### src/rtl/player_ctrl.sv
// Player controller: per-frame movement with wall and screen-edge rejection,
// blast damage with a post-hit immunity window, and edge-triggered bomb drop.
module player_ctrl #(
  parameter int N_WALLS = 4,
  parameter int N_BOMBS = 2,
  parameter int SIZE    = 8,
  parameter int STEP    = 1,
  parameter int START_X = 619,
  parameter int START_Y = 459,
  parameter int LIVES   = 3,
  parameter int INVULN  = 60,
  parameter logic [7:0] KEY_UP   = 8'h52,
  parameter logic [7:0] KEY_DN   = 8'h51,
  parameter logic [7:0] KEY_LT   = 8'h50,
  parameter logic [7:0] KEY_RT   = 8'h4F,
  parameter logic [7:0] KEY_BOMB = 8'h13
) (
  input  logic                    frame_clk,
  input  logic                    Reset,
  input  logic [7:0]              keycode,
  input  logic [10*N_WALLS-1:0]   wallX,
  input  logic [10*N_WALLS-1:0]   wallY,
  input  logic [10*N_WALLS-1:0]   wallS,
  input  logic [10*N_BOMBS-1:0]   bombX,
  input  logic [10*N_BOMBS-1:0]   bombY,
  input  logic [10*N_BOMBS-1:0]   bombS,
  input  logic [N_BOMBS-1:0]      bomb_live,
  input  logic [N_BOMBS-1:0]      bomb_blast,
  output logic [9:0]              userX,
  output logic [9:0]              userY,
  output logic [9:0]              userS,
  output logic [2:0]              heart,
  output logic                    damage,
  output logic                    collide,
  output logic                    bomb_drop,
  output logic                    dead
);

  typedef enum logic [1:0] {ST_ALIVE, ST_INVULN, ST_DEAD} state_t;

  // All box arithmetic is done at 11 bits so coordinate sums never wrap.
  localparam logic [10:0] SIZE_W = 11'(SIZE);
  localparam logic [10:0] STEP_W = 11'(STEP);
  localparam logic [10:0] X_LIM  = 11'd640;
  localparam logic [10:0] Y_LIM  = 11'd480;

  state_t      state_q, state_d;
  logic [15:0] cnt_q, cnt_d;
  logic [9:0]  x_q, x_d, y_q, y_d;
  logic [2:0]  heart_q, heart_d;
  logic        damage_q, damage_d;
  logic        collide_q, collide_d;
  logic        drop_q, drop_d;
  logic        bomb_prev_q, bomb_prev_d;

  logic [10:0] cand_x, cand_y;
  logic        cand_ok;
  logic [N_WALLS-1:0] wall_hit;
  logic [N_BOMBS-1:0] blast_hit;
  logic        move_ok;
  logic        bomb_press;

  function automatic logic box_overlap(input logic [10:0] ax, input logic [10:0] ay,
                                       input logic [10:0] bx, input logic [10:0] by,
                                       input logic [10:0] bs);
    return (ax < bx + bs) && (bx < ax + SIZE_W) && (ay < by + bs) && (by < ay + SIZE_W);
  endfunction

  // Candidate position for this frame's key; underflow and screen-edge overrun reject it.
  always_comb begin
    cand_x  = {1'b0, x_q};
    cand_y  = {1'b0, y_q};
    cand_ok = 1'b1;
    case (keycode)
      KEY_UP: begin
        if ({1'b0, y_q} < STEP_W) cand_ok = 1'b0;
        else                      cand_y  = {1'b0, y_q} - STEP_W;
      end
      KEY_DN: cand_y = {1'b0, y_q} + STEP_W;
      KEY_LT: begin
        if ({1'b0, x_q} < STEP_W) cand_ok = 1'b0;
        else                      cand_x  = {1'b0, x_q} - STEP_W;
      end
      KEY_RT: cand_x = {1'b0, x_q} + STEP_W;
      default: ;
    endcase
    if ((cand_x + SIZE_W > X_LIM) || (cand_y + SIZE_W > Y_LIM)) cand_ok = 1'b0;
  end

  genvar gi;
  generate
    for (gi = 0; gi < N_WALLS; gi++) begin : g_wall
      assign wall_hit[gi] = box_overlap(cand_x, cand_y,
                                        {1'b0, wallX[10*gi +: 10]},
                                        {1'b0, wallY[10*gi +: 10]},
                                        {1'b0, wallS[10*gi +: 10]});
    end
    // Blast overlap uses the current (registered) position, not the candidate.
    for (gi = 0; gi < N_BOMBS; gi++) begin : g_bomb
      assign blast_hit[gi] = bomb_blast[gi] &&
                             box_overlap({1'b0, x_q}, {1'b0, y_q},
                                         {1'b0, bombX[10*gi +: 10]},
                                         {1'b0, bombY[10*gi +: 10]},
                                         {1'b0, bombS[10*gi +: 10]});
    end
  endgenerate

  assign move_ok    = cand_ok && !(|wall_hit);
  assign bomb_press = (keycode == KEY_BOMB) && !bomb_prev_q;

  // Next-state logic: movement, hit/immunity handling and bomb drop request.
  always_comb begin
    state_d     = state_q;
    cnt_d       = cnt_q;
    x_d         = x_q;
    y_d         = y_q;
    heart_d     = heart_q;
    damage_d    = 1'b0;
    drop_d      = 1'b0;
    collide_d   = |blast_hit;
    bomb_prev_d = (keycode == KEY_BOMB);

    if (state_q != ST_DEAD && move_ok) begin
      x_d = cand_x[9:0];
      y_d = cand_y[9:0];
    end

    case (state_q)
      ST_ALIVE: begin
        if (|blast_hit) begin
          heart_d  = heart_q - 3'd1;
          damage_d = 1'b1;
          if (heart_q <= 3'd1) begin
            state_d = ST_DEAD;
          end else if (INVULN > 0) begin
            state_d = ST_INVULN;
            cnt_d   = 16'(INVULN);
          end
        end
      end
      ST_INVULN: begin
        // Immune while the counter runs; the frame it would reach zero returns to ALIVE.
        if (cnt_q <= 16'd1) begin
          state_d = ST_ALIVE;
          cnt_d   = 16'd0;
        end else begin
          cnt_d = cnt_q - 16'd1;
        end
      end
      ST_DEAD: ;
      default: state_d = ST_ALIVE;
    endcase

    // A drop needs a free slot and a living player after this edge's hit.
    if (bomb_press && !(&bomb_live) && state_d != ST_DEAD) drop_d = 1'b1;
  end

  // State and output registers with synchronous reset to the spawn condition.
  always_ff @(posedge frame_clk) begin
    if (Reset) begin
      state_q     <= ST_ALIVE;
      cnt_q       <= 16'd0;
      x_q         <= 10'(START_X);
      y_q         <= 10'(START_Y);
      heart_q     <= 3'(LIVES);
      damage_q    <= 1'b0;
      collide_q   <= 1'b0;
      drop_q      <= 1'b0;
      bomb_prev_q <= 1'b0;
    end else begin
      state_q     <= state_d;
      cnt_q       <= cnt_d;
      x_q         <= x_d;
      y_q         <= y_d;
      heart_q     <= heart_d;
      damage_q    <= damage_d;
      collide_q   <= collide_d;
      drop_q      <= drop_d;
      bomb_prev_q <= bomb_prev_d;
    end
  end

  assign userX     = x_q;
  assign userY     = y_q;
  assign userS     = 10'(SIZE);
  assign heart     = heart_q;
  assign damage    = damage_q;
  assign collide   = collide_q;
  assign bomb_drop = drop_q;
  assign dead      = (state_q == ST_DEAD);

endmodule

### config.mk
export PLATFORM = sky130hd
export DESIGN_NAME = player_ctrl
export DESIGN_NICKNAME = d
export VERILOG_FILES = /design/src/rtl/player_ctrl.sv
export SDC_FILE = /design/constraint.sdc
export NUM_CORES = 1
export LEC_CHECK = 0
export CELL_PAD_IN_SITES_DETAIL_PLACEMENT = 0
export CELL_PAD_IN_SITES_GLOBAL_PLACEMENT = 1
export CORE_UTILIZATION = 44
export CTS_BUF_LIST = sky130_fd_sc_hd__clkbuf_4 sky130_fd_sc_hd__clkbuf_8 sky130_fd_sc_hd__clkbuf_16
export DETAILED_ROUTE_END_ITERATION = 10
export PLACE_DENSITY_LB_ADDON = 0.1
export SYNTH_ARGS = -nofsm -noshare
export SYNTH_HDL_FRONTEND = slang
export SYNTH_SLANG_ARGS = --single-unit
### constraint.sdc
create_clock -name frame_clk -period 16.5 [get_ports frame_clk]
set_clock_uncertainty 0.05 [all_clocks]
set_input_delay 3.3 -clock frame_clk [delete_from_list [all_inputs] [get_ports frame_clk]]
set_output_delay 3.3 -clock frame_clk [all_outputs]
set_load 0.005 [all_outputs]
== After elaboration in Yosys (flattened, before gate mapping) ==
Cells that the tools add are included.
Word-level totals
  flip-flop bits (word level): 45
  input bits: 194
  output and inout port bits: 37
  word-level logic and storage cells: 128
Operators by class
  add/subtract/negate cells: 22
  magnitude comparators: 30
  eq/ne operators: 11
  muxes and demuxes: 18
  bitwise logic cells: 1
  reduce and logical (&&, ||, !) cells: 37
Operators with widths (number)
  $lt 10x11->1: 16
  $add 10x10->11: 12
  $lt 11x11->1: 8
  $mux 16: 3
  $pmux 11 s2: 2
  $eq 8x7->1 const B: 4
  $pmux 16 s2: 1
  $logic_and 1x1->1: 25
  $add 10x1->11 const B: 2
  $add 10x4->11 const B: 2
  $add 11x4->11 const B: 2
  $mux 11: 2
  $sub 10x1->11 const B: 2
  $lt 10x1->1 const B: 2
  $le 16x1->1 const B: 1
  $sub 16x1->16 const B: 1
  $gt 11x10->1 const B: 1
  $gt 11x9->1 const B: 1
  $eq 8x5->1 const B: 1
  $ne 2x2->1 const B: 4
  $mux 2: 3
  $pmux 2 s3: 1
  $mux 1: 5
  $reduce_and 2->1: 2
  other kinds (13): 16

== Longest topological paths before layout ==
  depth after elaboration: 12
  depth in mapped cells: 25
  gate-level depth less buffers: 23

== Least setup slack after synthesis ==
No wires, ideal clock.
  path kind: input port to flip-flop
  start: input port keycode[7]
  end: register y_q[9], in the netlist userY[9]
  setup time: 0.131 ns
  arrival: 7.867 ns
  path slack: 8.452 ns
  stages: 22
  path through: and4bb_1 -> clkbuf_1 -> nand2_1 -> o31ai_1 -> xnor2_2 -> ha_1 -> inv_1 -> a31oi_1 -> a41oi_1 -> nand2b_1 -> ha_1 -> a222oi_1 -> nand2_1 -> or4_1 -> a311oi_1 -> and4b_1 -> nor2b_1 -> a31oi_2 -> and4b_4 -> buf_6 -> a21oi_1 -> nor3_2
On the way
  elaborated cells between the ends (all ways): 45
RTL lines
  start: declaration: RTL line 20  | input logic [7:0] keycode,
  $eq 8x7->1: RTL line 74  | case (keycode)
  $pmux 11 s2 (*): RTL line 74
  named net cand_y[3]: RTL line 56  | logic [10:0] cand_x, cand_y;
  $add 11x4->11 or $lt 11x11->1 (tied branches): RTL line 66, 87
  $lt 10x11->1 or $logic_and 1x1->1 (tied branches): RTL line 66  | return (ax < bx + bs) && (bx < ax + SIZE_W) && (ay < by + bs) && (by < ay + SIZE_W);
  $logic_and 1x1->1: RTL line 66
  $reduce_or 4->1: RTL line 108  | assign move_ok = cand_ok && !(|wall_hit);
  $logic_not 1->1: RTL line 108
  $logic_and 1x1->1 (*): RTL line 108
  $logic_and 1x1->1 (*): RTL line 123  | if (state_q != ST_DEAD && move_ok) begin
  end signal: assignment: RTL line 164  | y_q <= 10'(START_Y);
  end signal: assignment: RTL line 174  | y_q <= y_d;
  end: declaration: RTL line 49  | logic [9:0] x_q, x_d, y_q, y_d;
Mark *: on every way through the listed nets, which the timed path passes. The rest lies on a longest branch.
A chain may end at the register's enable or synchronous reset.

== Final worst setup path ==
  start: input port keycode[1]
  end: register x_q[0], in the netlist userX[0]
On the way
  elaborated cells between the ends (all ways): 45
RTL lines
  $eq 8x7->1: RTL line 74
  $pmux 11 s2 (*): RTL line 74
  named net cand_y[3]: RTL line 56
  $add 11x4->11 or $lt 11x11->1 (tied branches): RTL line 66, 87
  $lt 10x11->1 or $logic_and 1x1->1 (tied branches): RTL line 66
  $logic_and 1x1->1: RTL line 66
  $reduce_or 4->1: RTL line 108
  $logic_not 1->1: RTL line 108
  $logic_and 1x1->1 (*): RTL line 108
  $logic_and 1x1->1 (*): RTL line 123
  end signal: assignment: RTL line 163  | x_q <= 10'(START_X);
  end: declaration: RTL line 49
Marks and branches as above.

==> results.cfg <==
[layout]
fill_cells = 2860
multi_input_area_um2 = 11700
diodes = 0
regArea_um2 = 900.9
flow.area_growth_from_synthesis_pct = 20.43
layout-drive-gt1-share_pct = 3.439
nNetsFinal = 2421

[synth]
synth.top_cell.area_share_pct = 33.42
synthTopCellsByCount = 355 x ha_1, 160 x a21oi_1, 120 x inv_1
synth_edf_count = 0
ys_seq_area_share_pct = 6.778
ys_warn_count = 0
synthFlopType = dfxtp_1
ys_ff_latch = 45
synth_top_cell_by_area = ha_1
synthTopCellsByArea = ha_1 33%, dfxtp_1 6.8%, a21oi_1 6.0%, xnor2_1 6.0%, inv_1 3.4%
synth_cells = 1658
synth_area_um2 = 13290
synth.most_common_cell = ha_1
syn_area_per_cell_um2 = 8.016
async_flop_share_pct = 0
synth.distinct_cells = 108

[status]
status = completed

[worst_setup_path]
critPathMaxStageDelay_ns = 0.70
cp_top_family = simple AND/OR/NAND/NOR gates
worstPathRequired_ns = 16.62
end_kind = flop
critPathSlowestCell = clkdlybuf4s50_1
start_kind = input port
worst-path-stages = 21
crit_fanout = 13
r2r_cells = 22
crit_type = in -> reg
cp.buffers_inverters = 2
path_cells = clkdlybuf4s50_1 > nor4b_2 > nand2_1 > o31ai_1 > xnor2_2 > ha_1 > inv_1 > a31oi_1 > a41oi_1 > nand2b_1 > ha_1 > a222oi_1 > nand2_1 > or4_1 > a311oi_1 > and4b_1 > nor2b_1 > a31oi_2 > and4b_4 > a311oi_1 > a31oi_1
crit_arrival_ns = 9.19

[grt]
first_global_vias = 12920
grt_pass1_wl_um = 71660
overflow = 0
grt_start_max_net_pins = 36
grt_usage_pct = 30.09
antenna_found_initial = 0

[cts]
clk_latency_ns = 0.30
h-tree-depth = 2
cts_inserted_buffers = 5
clkSlewWorstSetupHoldPaths_ns = 0.06
cts_resized = 0
cts_sinks = 45
cts_tree = yes
cts_buffer_depth = 2
ctsHoldBuffers = 0
cts_setup_buffers = 0
cts_root_buf = clkbuf_16

[worst_hold_path]
min_path_cells = 1
hold_path.class = reg -> reg

[pwr]
power_density_nw_per_um2 = 74.73
leakage_nw = 7.231
finalPower_mw = 1.196
ir_drop_mv = 0.07094

[routing]
drtIter0Drc = 884
wl_per_cell_um = 20.86
wirelength_um = 46970
antenna_left = 0
vias = 13460
vias_per_cell = 5.977
drc = 0
dr.pass1.iters = 5

[floorplanning]
die_y_um = 175.8
die_area_um2 = 30900
core_area_um2 = 29640
io_pins = 231
initial_utilization_pct = 44.84
die_x_um = 175.8
placementRows = 63

[timing]
tns_ns = 0
drv_slew = 0
min_period_ns = 9.074
fmax_mhz = 110.2
setup_viol = 0
rsz0062_at_grt = no
final_min_period_over_clock_period_pct = 54.99
maxSlewHeadroom_pct = 29.45
holdWs_ns = 0.3403
worst_pin_slew_ns = 1.053
finalHoldViolations = 0

[placement]
globalplace.congestion = 0.9400
dp_hpwl_um = 38560
portBuffers = 220

[flow_run]
max_cap_viol_count = 0
==> cells in the final DEF, fill, tap and decap left out, types with 54 or more instances in the layout <==
cell and count:
o21bai_1 60, a21oi_1 160, nor2_1 86, ha_1 355, o21ai_0 76, inv_1 120, nand2_1 58, xnor2_1 91
a21o_1 54, clkdlybuf4s50_1 220
==> per-layer routing <==
layer	routed length (um)	up-vias	GRT usage [%]	share of wire [%]
met1	21940	6300	41.70	47
met3	3337	59	4.740	7.1
met2	20980	457	48.98	45
met5	0	-	0	0
met4	706	0	5.797	1.5
li1	-	6639	-	-
==> logic make-up (layout without fill, tap and decap cells) <==
kind of cell | Yosys count | after routing | synth area share (%)
simple gates | 427 | 427 | 17.96
other cells | 2 | 10 | 0.05651
compound gates | 526 | 526 | 26.34
fa+ha+maj | 367 | 367 | 35.23
mux | 6 | 6 | 0.4707
buf+inv | 169 | 364 | 5.404
xor+xnor | 116 | 116 | 7.757
flops | 45 | 45 | 6.778
==> layout make-up <==
cell class	instances	area share (%)
clock buffer	5	0.7817
clock inverter	3	0.1329
multi-input combinational	1452	73.11
inverter	121	2.838
tap	390	3.049
timing repair buffer	235	14.46
sequential	45	5.629
==> report_power, final <==
| group | total [mW] | internal (mW) | leakage (nW) | switching (mW) |
|---|---|---|---|---|
| Sequential | 0.193 | 0.136 | 0.366 | 0.0573 |
| Clock | 0.104 | 0.0565 | 0.0702 | 0.0474 |
| Combinational | 0.899 | 0.384 | 6.79 | 0.515 |
| Total | 1.20 | 0.576 | 7.23 | 0.620 |
==> registers in the layout, indices dropped and copies added, names as in the netlist <==
signal,flops
bomb_drop,1
bomb_prev_q,1
cnt_q,16
collide,1
damage,1
heart,3
state_q,2
userX,10
userY,10
==> stage by stage <==
step | setup slack (ns) | cells | utilization [%] | area (um^2)
2_1_floorplan | 8.452 | 1666 | - | 13320
4_1_cts | 7.516 | 2251 | 54.00 | 16010
5_1_grt | 7.051 | 2251 | 54.00 | 16010
6_report | 7.426 | 2251 | 54.00 | 16010
3_5_place_dp | 7.217 | 2243 | 53.51 | 15860
3_3_place_gp | 7.388 | 2243 | 53.51 | 15860
==> path summary, 6_finish.rpt <==
kind	from	end	slack [ns]
max	keycode[1]	userX[0]	7.43
min	bomb_prev_q	bomb_drop	0.34
max reg2reg	userY[3]	userX[0]	9.87
min reg2reg	bomb_prev_q	bomb_drop	0.34
(Power assumes the default switching activity.)
